`config.mk`:
```
export PLATFORM = sky130hd
export DESIGN_NAME = frame_serializer_flat
export DESIGN_NICKNAME = d
export VERILOG_FILES = /design/src/rtl/frame_serializer_pkg.sv /design/src/rtl/frame_serializer_if.sv /design/src/rtl/frame_serializer_step_counter.sv /design/src/rtl/frame_serializer.sv /design/src/flat_wrapper.sv
export SDC_FILE = /design/constraint.sdc
export NUM_CORES = 1
export LEC_CHECK = 0
export CAP_MARGIN = 20
export CORE_MARGIN = 2
export CORE_UTILIZATION = 52
export CTS_CLUSTER_DIAMETER = 30
export DETAILED_ROUTE_END_ITERATION = 10
export MAX_ROUTING_LAYER = met4
export PLACE_DENSITY = 0.85
export SYNTH_ARGS = -nofsm -noshare
export SYNTH_HDL_FRONTEND = slang
export SYNTH_SLANG_ARGS = --single-unit
```
`constraint.sdc`:
```
create_clock -name clk -period 4.41 [get_ports clk]
set_clock_uncertainty 0.05 [all_clocks]
set_input_delay 1.323 -clock clk [delete_from_list [all_inputs] [get_ports clk]]
set_output_delay 1.323 -clock clk [all_outputs]
set_load 0.005 [all_outputs]
```
`src/rtl/frame_serializer_pkg.sv`:
```
// Shared definitions for the frame serializer: width-mode encodings, FSM state
// type, default geometry and a small mode-decoding helper.
package frame_serializer_pkg;

  // Default geometry: 32 data bits plus 8 tag bits.
  localparam int FRAME_W_DEF = 40;
  localparam int CNT_W_DEF   = 6;

  // Width-mode encodings, shared with the datapath counters.
  localparam logic [1:0] MODE_IDLE = 2'b00;
  localparam logic [1:0] MODE_X1A  = 2'b01;
  localparam logic [1:0] MODE_X1B  = 2'b10;
  localparam logic [1:0] MODE_X2   = 2'b11;

  typedef enum logic {
    IDLE  = 1'b0,
    SHIFT = 1'b1
  } state_t;

  // Mode 11 is the only two-bit-per-beat encoding; 01 and 10 both mean one bit.
  function automatic logic is_x2(input logic [1:0] mode);
    return (mode == MODE_X2);
  endfunction

endpackage

```
`src/rtl/frame_serializer_if.sv`:
```
// Frame input and serial beat output bundle for frame_serializer.
// Handshake rule, both sides: a transfer happens on a rising clock edge where
// valid and ready are both high; while valid is high and ready is low the
// sender holds every payload signal stable.
interface frame_serializer_if
  import frame_serializer_pkg::*;
#(
  parameter int FRAME_W = FRAME_W_DEF
);
  logic               frame_valid_i;
  logic               frame_ready_o;
  logic [FRAME_W-1:0] frame_data_i;
  logic [1:0]         width_mode_i;
  logic               ser_valid_o;
  logic               ser_ready_i;
  logic [1:0]         ser_data_o;
  logic [1:0]         ser_nbits_o;
  logic               ser_last_o;

  // Serializer side.
  modport slave (
    input  frame_valid_i, frame_data_i, width_mode_i, ser_ready_i,
    output frame_ready_o, ser_valid_o, ser_data_o, ser_nbits_o, ser_last_o
  );

  // Frame producer / beat consumer side.
  modport master (
    output frame_valid_i, frame_data_i, width_mode_i, ser_ready_i,
    input  frame_ready_o, ser_valid_o, ser_data_o, ser_nbits_o, ser_last_o
  );
endinterface

```
`src/rtl/frame_serializer_step_counter.sv`:
```
// Bit-position counter that advances by 1 or 2 per enabled cycle and flags the
// final step of a frame. Two-step mode drops to a single step when only one
// bit remains (odd-length tail).
module ser_step_counter
  import frame_serializer_pkg::*;
#(
  parameter int FRAME_W = FRAME_W_DEF,
  parameter int CNT_W   = CNT_W_DEF
) (
  input  logic             clk,
  input  logic             rst,
  input  logic             i_load,
  input  logic             i_en,
  input  logic [1:0]       i_mode,
  output logic [CNT_W-1:0] o_pos,
  output logic [1:0]       o_step,
  output logic             o_end
);

  localparam logic [CNT_W-1:0] TAIL_POS = CNT_W'(FRAME_W - 1);
  localparam logic [CNT_W:0]   END_SUM  = (CNT_W + 1)'(FRAME_W);

  logic [CNT_W-1:0] r_pos;
  logic [1:0]       w_step;
  logic [CNT_W:0]   w_sum;

  // Step size and end flag from current position and mode.
  always_comb begin
    w_step = 2'd1;
    if (is_x2(i_mode) && (r_pos != TAIL_POS)) begin
      w_step = 2'd2;
    end
    w_sum = {1'b0, r_pos} + {{(CNT_W - 1){1'b0}}, w_step};
  end

  // Position register: cleared on reset or new frame, wraps to 0 after the end step.
  always_ff @(posedge clk) begin
    if (rst || i_load) begin
      r_pos <= '0;
    end else if (i_en) begin
      if (w_sum >= END_SUM) begin
        r_pos <= '0;
      end else begin
        r_pos <= w_sum[CNT_W-1:0];
      end
    end
  end

  assign o_pos  = r_pos;
  assign o_step = w_step;
  assign o_end  = (w_sum >= END_SUM);

endmodule

```
`src/rtl/frame_serializer.sv`:
```
// Parallel-to-serial stage: accepts one FRAME_W-bit frame and emits it LSB first
// as 1- or 2-bit beats. The width mode is captured per frame at accept.
// Optional feature macro: FRAME_SERIALIZER_PARITY_EN adds ser_parity_o, the XOR
// of the accepted frame, shown only alongside the last beat.
module frame_serializer
  import frame_serializer_pkg::*;
#(
  parameter int FRAME_W = FRAME_W_DEF,
  parameter int CNT_W   = CNT_W_DEF
) (
  input  logic              clk,
  input  logic              rst,
  frame_serializer_if.slave bus,
  output logic              busy_o,
  output logic [CNT_W-1:0]  cnt_o,
  output state_t            state_o
`ifdef FRAME_SERIALIZER_PARITY_EN
  ,
  output logic              ser_parity_o
`endif
);

  state_t             r_state;
  state_t             w_state_nx;
  logic [FRAME_W-1:0] r_shift;
  logic [1:0]         r_mode;

  logic               w_in_shift;
  logic               w_xfer;
  logic               w_accept;
  logic [CNT_W-1:0]   w_pos;
  logic [1:0]         w_step;
  logic               w_end;

  assign w_in_shift = (r_state == SHIFT);
  assign w_xfer     = w_in_shift & bus.ser_ready_i;

  // A new frame can enter when idle, or in the cycle the last beat leaves so
  // that consecutive frames run without a bubble. Mode 00 is never accepted.
  assign bus.frame_ready_o = (!w_in_shift | (w_end & w_xfer)) &
                             (bus.width_mode_i != MODE_IDLE);
  assign w_accept = bus.frame_valid_i & bus.frame_ready_o;

  ser_step_counter #(
    .FRAME_W (FRAME_W),
    .CNT_W   (CNT_W)
  ) u_step_counter (
    .clk    (clk),
    .rst    (rst),
    .i_load (w_accept),
    .i_en   (w_xfer),
    .i_mode (r_mode),
    .o_pos  (w_pos),
    .o_step (w_step),
    .o_end  (w_end)
  );

  // FSM state register.
  always_ff @(posedge clk) begin
    if (rst) begin
      r_state <= IDLE;
    end else begin
      r_state <= w_state_nx;
    end
  end

  // FSM next state: leave SHIFT after the last beat unless a new frame loads.
  always_comb begin
    w_state_nx = r_state;
    case (r_state)
      IDLE: begin
        if (w_accept) w_state_nx = SHIFT;
      end
      SHIFT: begin
        if (w_xfer && w_end) w_state_nx = w_accept ? SHIFT : IDLE;
      end
      default: w_state_nx = IDLE;
    endcase
  end

  // Beat outputs: only driven while a frame is in flight; the upper bit is
  // masked to 0 on single-bit beats.
  always_comb begin
    bus.ser_valid_o = 1'b0;
    bus.ser_data_o  = 2'b00;
    bus.ser_nbits_o = 2'd0;
    bus.ser_last_o  = 1'b0;
    if (w_in_shift) begin
      bus.ser_valid_o = 1'b1;
      bus.ser_nbits_o = w_step;
      bus.ser_last_o  = w_end;
      if (w_step == 2'd2) begin
        bus.ser_data_o = r_shift[1:0];
      end else begin
        bus.ser_data_o = {1'b0, r_shift[0]};
      end
    end
  end

  // Shift register: load on accept, otherwise consume the bits of each sent beat.
  always_ff @(posedge clk) begin
    if (rst) begin
      r_shift <= '0;
    end else if (w_accept) begin
      r_shift <= bus.frame_data_i;
    end else if (w_xfer) begin
      r_shift <= r_shift >> w_step;
    end
  end

  // Width mode captured per frame; later changes on the input are ignored.
  always_ff @(posedge clk) begin
    if (rst) begin
      r_mode <= MODE_IDLE;
    end else if (w_accept) begin
      r_mode <= bus.width_mode_i;
    end
  end

`ifdef FRAME_SERIALIZER_PARITY_EN
  logic r_parity;

  // Frame parity captured at accept, exposed only with the last beat.
  always_ff @(posedge clk) begin
    if (rst) begin
      r_parity <= 1'b0;
    end else if (w_accept) begin
      r_parity <= ^bus.frame_data_i;
    end
  end

  assign ser_parity_o = r_parity & w_in_shift & w_end;
`endif

  assign busy_o  = w_in_shift;
  assign cnt_o   = w_pos;
  assign state_o = r_state;

endmodule

```
`src/flat_wrapper.sv`:
```
// flat-port wrapper written by rule: the top's interface ports become plain ports
module frame_serializer_flat import frame_serializer_pkg::*;
#(
  parameter int FRAME_W = FRAME_W_DEF,
  parameter int CNT_W   = CNT_W_DEF
)
  (clk, rst, busy_o, cnt_o, state_o, bus_frame_valid_i, bus_frame_data_i, bus_width_mode_i, bus_ser_ready_i, bus_frame_ready_o, bus_ser_valid_o, bus_ser_data_o, bus_ser_nbits_o, bus_ser_last_o);
  frame_serializer_if #(.FRAME_W(FRAME_W)) bus_i ();
  input  logic clk;
  input  logic rst;
  output logic busy_o;
  output logic [CNT_W-1:0] cnt_o;
  output state_t state_o;
  input wire logic [$bits(bus_i.frame_valid_i)-1:0] bus_frame_valid_i;
  input wire logic [$bits(bus_i.frame_data_i)-1:0] bus_frame_data_i;
  input wire logic [$bits(bus_i.width_mode_i)-1:0] bus_width_mode_i;
  input wire logic [$bits(bus_i.ser_ready_i)-1:0] bus_ser_ready_i;
  output wire logic [$bits(bus_i.frame_ready_o)-1:0] bus_frame_ready_o;
  output wire logic [$bits(bus_i.ser_valid_o)-1:0] bus_ser_valid_o;
  output wire logic [$bits(bus_i.ser_data_o)-1:0] bus_ser_data_o;
  output wire logic [$bits(bus_i.ser_nbits_o)-1:0] bus_ser_nbits_o;
  output wire logic [$bits(bus_i.ser_last_o)-1:0] bus_ser_last_o;
  assign bus_i.frame_valid_i = bus_frame_valid_i;
  assign bus_i.frame_data_i = bus_frame_data_i;
  assign bus_i.width_mode_i = bus_width_mode_i;
  assign bus_i.ser_ready_i = bus_ser_ready_i;
  assign bus_frame_ready_o = bus_i.frame_ready_o;
  assign bus_ser_valid_o = bus_i.ser_valid_o;
  assign bus_ser_data_o = bus_i.ser_data_o;
  assign bus_ser_nbits_o = bus_i.ser_nbits_o;
  assign bus_ser_last_o = bus_i.ser_last_o;
  frame_serializer #(.FRAME_W(FRAME_W), .CNT_W(CNT_W)) u_core (.clk(clk), .rst(rst), .bus(bus_i), .busy_o(busy_o), .cnt_o(cnt_o), .state_o(state_o));
endmodule
```
== Yosys cells after proc, flatten, opt, wreduce, memory -nomap -nowiden ==
Index checks and enable logic that the tools add are counted.

* Bits of input ports: 46
* Bits in registers: 49
* Output and inout port bits: 15

* Multiplexer cells: 12
* Bitwise operators: 6
* Shifts and indexed selects: 1
* Reduce and logical (&&, ||, !) cells: 6
* $lt $le $gt $ge: 1
* Equal/unequal tests: 3
* Add/sub/neg operators: 1

{| class="wikitable"
|+ Operators with widths
! kind !! number
|-
| $mux 40 || 2
|-
| $shr 40x2->40 || 1
|-
| $mux 2 || 4
|-
| $add 6x2->7 || 1
|-
| $ge 7x6->1 const B || 1
|-
| $mux 6 || 1
|-
| $ne 6x6->1 const B || 1
|-
| $and 1x1->1 || 4
|-
| $eq 2x2->1 const B || 2
|-
| $mux 1 || 4
|-
| $reduce_bool 2->1 || 2
|-
| $logic_and 1x1->1 || 2
|-
| $pmux 1 s2 || 1
|-
| $logic_not 1->1 || 1
|-
| $logic_or 1x1->1 || 1
|-
| $not 1->1 || 1
|-
| $or 1x1->1 || 1
|}

== Longest topological paths before layout ==
Gate-level depths: netlist (run 1).

* Word-level depth: 12
* Mapped depth: 14
* Depth with buffers taken out: 9

== Cells and area by module ==
From an unflattened synthesis (run 1), not the netlist that was laid out.

* Cells, all modules: 418
* Area total of the unflattened synthesis: 3246.9 um2

{| class="wikitable"
|+ Modules (own cells, without submodules)
! module !! cells an instance !! instances !! area each (um2) !! sequential area each (um2)
|-
| frame_serializer || 359 || 1 || 2763.9 || 860.8
|-
| ser_step_counter || 59 || 1 || 483.0 || 120.1
|}

== Worst setup path before layout (run 1) ==
Ideal clock, no wire load.

* Path kind: register to output
* Start point: reg u_core.u_step_counter.r_pos[3] (netlist: u_core.u_step_counter.o_pos[3])
* End point: out bus_frame_ready_o
* Path slack: 304 ps
* Cell stages (with the launch flop): 12
* Required time: 3037 ps
* Arrival: 2733 ps
* Cells stage by stage: dfxtp_1 > buf_4 > and4bb_1 > a31o_2 > buf_2 > clkbuf_1 > and2_1 > fa_1 > nor4b_1 > a21oi_2 > a21boi_0 > o21a_1

* Cells in the longest elaborated chain, start to end: 8

{| class="wikitable"
|+ Ends and longest elaborated chain
! what !! RTL line !! RTL
|-
| start: declaration || frame_serializer_step_counter.sv:23 || <nowiki>logic [CNT_W-1:0] r_pos;</nowiki>
|-
| start signal: assignment || frame_serializer_step_counter.sv:44 || <nowiki>r_pos <= w_sum[CNT_W-1:0];</nowiki>
|-
| $ne 6x6->1 || frame_serializer_step_counter.sv:30 || <nowiki>if (is_x2(i_mode) && (r_pos != TAIL_POS)) begin</nowiki>
|-
| $logic_and 1x1->1 || frame_serializer_step_counter.sv:30 ||
|-
| $mux 2 || frame_serializer_step_counter.sv:30 ||
|-
| $add 6x2->7 * || frame_serializer_step_counter.sv:33 || <nowiki>w_sum = {1'b0, r_pos} + {{(CNT_W - 1){1'b0}}, w_step};</nowiki>
|-
| $ge 7x6->1 * || frame_serializer_step_counter.sv:51 || <nowiki>assign o_end = (w_sum >= END_SUM);</nowiki>
|-
| $and 1x1->1 * || frame_serializer.sv:40 || <nowiki>assign bus.frame_ready_o = (!w_in_shift | (w_end & w_xfer)) &</nowiki>
|-
| $or 1x1->1 * || frame_serializer.sv:40 ||
|-
| $and 1x1->1 * || frame_serializer.sv:40 ||
|-
| end: declaration || flat_wrapper.sv:18 || <nowiki>output wire logic [$bits(bus_i.frame_ready_o)-1:0] bus_frame_ready_o;</nowiki>
|}

Mark *: on every way between the ends. The rest lies on a longest branch, timed or not.

== Worst setup path in the final report (run 1) ==
Same ends and word-level chain as after synthesis.

==> results_dict.tcl, run 1 <==
set metrics [dict create \
    status "completed" \
    insertion_delay_ns 0.29 \
    timing.fmax_ghz 0.2350 \
    syn_area_per_cell_um2 7.672 \
    clkSinkCount 49 \
    regArea_um2 980.9 \
    via_count 2957 \
    ant_nets 0 \
    h-tree-depth 2 \
    overflow 0 \
    cp-end-kind "output port" \
    start_util_pct 54.37 \
    synth.area.top_cells "dfxtp_1, nand2_1, mux2i_1" \
    max_cap_violations 0 \
    synth_cell_types 44 \
    rsz0062_at_grt "no" \
    cts_made_buffers 5 \
    vias_per_cell 5.708 \
    async_reset_ff_share_pct 0 \
    cts_tree "built" \
    dp_hpwl_um 5150 \
    grt_usage_pct 23.15 \
    peakVddDrop_v 0.0001617 \
    grt_pass1_wl_um 11730 \
    slew_violations 0 \
    drc 0 \
    die_w_um 80.34 \
    detailedPlace.worstSlack_ns 0.2213 \
    syn-num-nets 443 \
    synth-edff-count 0 \
    first_pass_iters 4 \
    coreArea_um2 5574 \
    p_per_area_nw_per_um2 258.6 \
    clk_pin_slew_ns 0.09 \
    layout.nets 493 \
    cp_data_required_time_ns 3.04 \
    hold_viol 0 \
    antenna_cells 0 \
    ys_warn_count 0 \
    worst_pin_slew_ns 0.8537 \
    grt_max_degree 62 \
    drive_gt1_share_pct 17.71 \
    yosys-top-cells-count "nand2_1, dfxtp_1, mux2i_1, o21ai_0, a31o_2" \
    gp_congestion 0.9456 \
    period_minus_slack_ns 4.255 \
    root_buffer "clkbuf_8" \
    drt-initial-drc-count 184 \
    die_height_um 80.34 \
    clk_path_buf_depth 2 \
    path_max_fanout 4 \
    die_area_um2 6455 \
    critPathArrivalTime_ns 2.88 \
    post-route-util_pct 69.00 \
    synth_area_um2 3030 \
    synthMostInstantiatedCell "nand2_1" \
    multi_input_area_um2 1919 \
    period_share_pct 96.48 \
    setup_violations 0 \
    post_drt_wl_per_cell_um 14.14 \
    hold_class "register to register" \
    cellLeakagePower_uw 0.001386 \
    place.port_buffers 60 \
    setup.worst_path.class "register to output port" \
    crit_path_start_kind "register" \
    ys_seq_area_share_pct 32.37 \
    whs_ns 0.4201 \
    synthCells 395 \
    max_slew_margin_pct 43.00 \
    rows 27 \
    yosysTopAreaCellShare_pct 32.37 \
    finalPower_uw 994.5 \
    ys_ff_latch 49 \
    synth_ff_type "dfxtp_1" \
    wirelength_um 7322 \
    ios 61 \
    grt_antenna_before_repair 0 \
    syn_to_final_growth_pct 26.92 \
    setup_tns_ns 0 \
    yosys.area.top_type "dfxtp_1" \
    setup_ws_ns 0.1554 \
    fillCellCount 492 \
    grt_pass1_vias 2564 \
]
==> through the flow <==
stage                     area [um^2]  cells
after global placement           3696    508
after detailed placement         3696    508
final                            3846    518
after global routing             3846    518
after CTS                        3782    516
after floorplan                  3030    395
==> layout by cell type (no fill, tap or decap), types with 3 or more instances in the layout <==
cell | Yosys | layout
nand2_1 | 129 | 129
clkdlybuf4s50_1 | 0 | 59
dfxtp_1 | 49 | 49
o21ai_0 | 40 | 40
mux2i_1 | 40 | 40
a31o_2 | 39 | 38
buf_4 | 4 | 21
nand3_1 | 7 | 7
clkbuf_8 | 0 | 5
nor2_1 | 4 | 4
o211ai_1 | 3 | 3
a21oi_1 | 3 | 3
nor2b_1 | 3 | 3
nand4_1 | 3 | 3
clkbuf_1 | 23 | 3
==> kinds of logic after synthesis <==
family / after synthesis / share of synthesized area [%]
simple gates: 160 / 22.17
xor+xnor: 1 / 0.2891
compound gates: 100 / 23.91
buf+inv: 41 / 6.234
mux: 42 / 13.96
flops: 49 / 32.37
fa+ha+maj: 2 / 1.073
==> final timing paths <==
check / start / endpoint / slack [ns] / depth (start not counted)
worst max-delay path: u_core.u_step_counter.o_pos[3] / bus_frame_ready_o / 0.16 / 11
worst max register to register: u_core.u_step_counter.o_pos[3] / u_core.r_shift[29] / 1.28 / 10
worst min register to register: u_core.r_mode[0] / u_core.r_mode[0] / 0.42 / 2
worst min-delay path: u_core.r_mode[0] / u_core.r_mode[0] / 0.42 / 2
==> report_power, final <==
group	total, uW	switching (uW)	internal [uW]
combinational	228	103	124
sequential	514	30.2	484
clock	252	139	113
==> layer usage <==
layer	vias up	share of wire, %	GRT usage [%]
met4	0	1.7	6.102
met1	1383	44	29.59
li1	1484	-	-
met2	78	50	38.17
met3	12	4.1	3.820
met5	-	0	-
==> repair_timing <==
item,CTS,global route
endpoints found under the setup margin,2,2
pin swaps,0,5
gates resized for setup,2,8
hold buffers,0,0
setup buffers,0,2
==> critical path, stage by stage (launching register included) <==
cell,delay [ns]
dfxtp_1,0.33
and4bb_1,0.24
a31o_4,0.27
and2_1,0.17
fa_2,0.37
buf_4,0.16
nand2_1,0.05
o21ai_0,0.09
a21oi_2,0.19
a21boi_2,0.09
o21a_1,0.19
clkdlybuf4s50_1,0.44
==> registers in the layout, indices dropped and copies added, names as in the netlist, named ones only <==
signal	cells
u_core.busy_o	1
u_core.r_mode	2
u_core.u_step_counter.o_pos	6
u_core.r_shift	38
==> cell type report <==
cell class | instances | share of cell area (%)
tap | 72 | 2.342
clock buffer | 8 | 2.082
sequential | 49 | 25.50
timing repair buffer | 81 | 19.78
multi-input combinational | 305 | 49.90
inverter | 3 | 0.3904
Note: power is estimated with default switching activity, not from simulation.
==> run 2: changes to the inputs <==
- ABC_AREA: default -> 1
- CORE_UTILIZATION: 52 -> 53
- CTS_CLUSTER_SIZE: default -> 8
==> results_dict.tcl, run 2 <==
set metrics [dict create \
    yosys-top-cells-count "nand2_1, nand3_1, inv_1" \
    grt_pass1_vias 3174 \
    synth-edff-count 0 \
    ys_warn_count 0 \
    critPathArrivalTime_ns 2.70 \
    die_w_um 81.71 \
    period_minus_slack_ns 4.072 \
    rsz0062_at_grt "no" \
    clk_pin_slew_ns 0.09 \
    rows 28 \
    post-route-util_pct 66.62 \
    ys_ff_latch 49 \
    cts_tree "built" \
    slew_violations 0 \
    fillCellCount 535 \
    grt_max_degree 48 \
    max_cap_violations 0 \
    final_cell_mix "nand2_1, clkdlybuf4s50_1, nand3_1" \
    clkSinkCount 49 \
    max_slew_margin_pct 50.99 \
    via_count 3419 \
    yosysTopAreaCellShare_pct 30.65 \
    drt-initial-drc-count 242 \
    p_per_area_nw_per_um2 283.6 \
    top_register "u_core.r_shift" \
    timing.fmax_ghz 0.2456 \
    syn_area_per_cell_um2 6.466 \
    setup_violations 0 \
    yosys.area.top_type "dfxtp_1" \
    wirelength_um 7966 \
    ant_nets 0 \
    async_reset_ff_share_pct 0 \
    grt_usage_pct 25.78 \
    overflow 0 \
    clk_path_buf_depth 2 \
    cellLeakagePower_uw 0.001970 \
    setup_tns_ns 0 \
    synth_cell_types 27 \
    h-tree-depth 2 \
    grt_antenna_before_repair 0 \
    coreArea_um2 5886 \
    layout.nets 577 \
    place.port_buffers 60 \
    period_share_pct 92.33 \
    die_height_um 81.71 \
    root_buffer "clkbuf_8" \
    cp_data_required_time_ns 3.04 \
    cts-hold-fix-buffers 0 \
    synth.area.top_cells "dfxtp_1, nand2_1, o21bai_1" \
    first_pass_iters 5 \
    synthMostInstantiatedCell "nand2_1" \
    synth_area_um2 3201 \
    synth_ff_type "dfxtp_1" \
    synthCells 495 \
    syn-num-nets 543 \
    cp-end-kind "output port" \
    largest_reg_flops 38 \
    gp_congestion 0.7917 \
    cts_made_buffers 5 \
    dp_hpwl_um 5072 \
    post_drt_wl_per_cell_um 13.17 \
    peakVddDrop_v 0.0001794 \
    final_common_cell "nand2_1" \
    vias_per_cell 5.651 \
    hold_class "register to register" \
    status "completed" \
    drc 0 \
    drive_gt1_share_pct 6.604 \
    hold_viol 0 \
    crit_path_start_kind "register" \
    start_util_pct 54.38 \
    whs_ns 0.4212 \
    syn_to_final_growth_pct 22.52 \
    antenna_cells 0 \
    grt_pass1_wl_um 13390 \
    ys_seq_area_share_pct 30.65 \
    worst_pin_slew_ns 0.7328 \
    ios 61 \
    setup.worst_path.class "register to output port" \
    path_max_fanout 5 \
    die_area_um2 6677 \
    insertion_delay_ns 0.31 \
]
## run 2: logic make-up (layout without fill, tap and decap cells)
kind of cell | count (synthesis) | in the layout | share of synthesized area (%)
AOI/OAI and AO/OA | 124 | 124 | 22.48
xor gates and xnor gates | 2 | 2 | 0.5474
adders and majority gates | 2 | 2 | 1.016
buffers and inverters | 101 | 136 | 13.80
DFF | 49 | 49 | 30.65
and+or+nand+nor | 217 | 217 | 31.51
## run 2: worst paths after layout
| check | startpoint | endpoint | slack, ns | cells past startpoint |
|---|---|---|---|---|
| setup / recovery | u_core.u_step_counter.o_pos[1] | bus_ser_last_o | 0.34 | 17 |
| hold / removal | u_core.r_mode[0] | u_core.r_mode[0] | 0.42 | 2 |
| setup reg to reg | u_core.u_step_counter.o_pos[1] | u_core.r_shift[23] | 1.14 | 17 |
| hold reg to reg | u_core.r_mode[0] | u_core.r_mode[0] | 0.42 | 2 |
## run 2: cell type report
cell class	instances	area [um^2]	share of cell area, %
well taps	75	93.84	2.393
multi-input cells	345	1789	45.63
inverters	54	206.4	5.265
clock inverters	3	65.06	1.659
clock buffers	5	68.82	1.755
repair buffers	74	708.2	18.06
flip-flops and latches	49	989.7	25.24
## run 2: metrics by stage
stage / area, um^2 / instances / setup WS (ns) / total power, uW
after detailed placement: 3746 / 595 / 0.1675 / 734.7
after CTS: 3896 / 604 / 0.1149 / 1113
after global placement: 3746 / 595 / 0.2090 / 727.2
after global routing: 3921 / 605 / 0.06743 / 1164
after floorplan: 3201 / 495 / 0.7589 / 661.1
final: 3921 / 605 / 0.3382 / 1112
## run 2: layer usage
layer | vias up | GRT usage (%) | part of all wire, %
met5 | - | - | 0
met4 | 0 | 11.50 | 1.8
met3 | 18 | 5.385 | 5.3
met2 | 109 | 45.41 | 51
met1 | 1572 | 27.94 | 42
li1 | 1720 | - | -
## run 2: power breakdown
part           internal [uW]  switching (uW)  total, uW  leakage [uW]
sequential               477            26.9        504      0.000406
combinational            105             121        226       0.00150
clock                    225             157        383     0.0000681
total                    807             305       1110       0.00197
## run 2: what timing repair did
| item | 4_1_cts | 5_1_grt |
|---|---|---|
| pin swaps | 0 | 1 |
| buffers inserted | 1 | 1 |
| resized for setup | 3 | 6 |
| endpoints found under the setup margin | 1 | 2 |
## run 2: critical path, cell delays in order (launching register included)
cell	delay, ns
dfxtp_4	0.38
nand2_1	0.06
nor2_1	0.09
nand2_1	0.06
nand2_2	0.09
clkinvlp_4	0.13
ha_1	0.29
nand2_1	0.06
inv_1	0.07
nand3_1	0.11
nand2_1	0.11
nand2_1	0.07
nand3_1	0.07
nand2_1	0.06
nand2_2	0.08
inv_2	0.06
nor2_1	0.09
clkdlybuf4s50_1	0.50
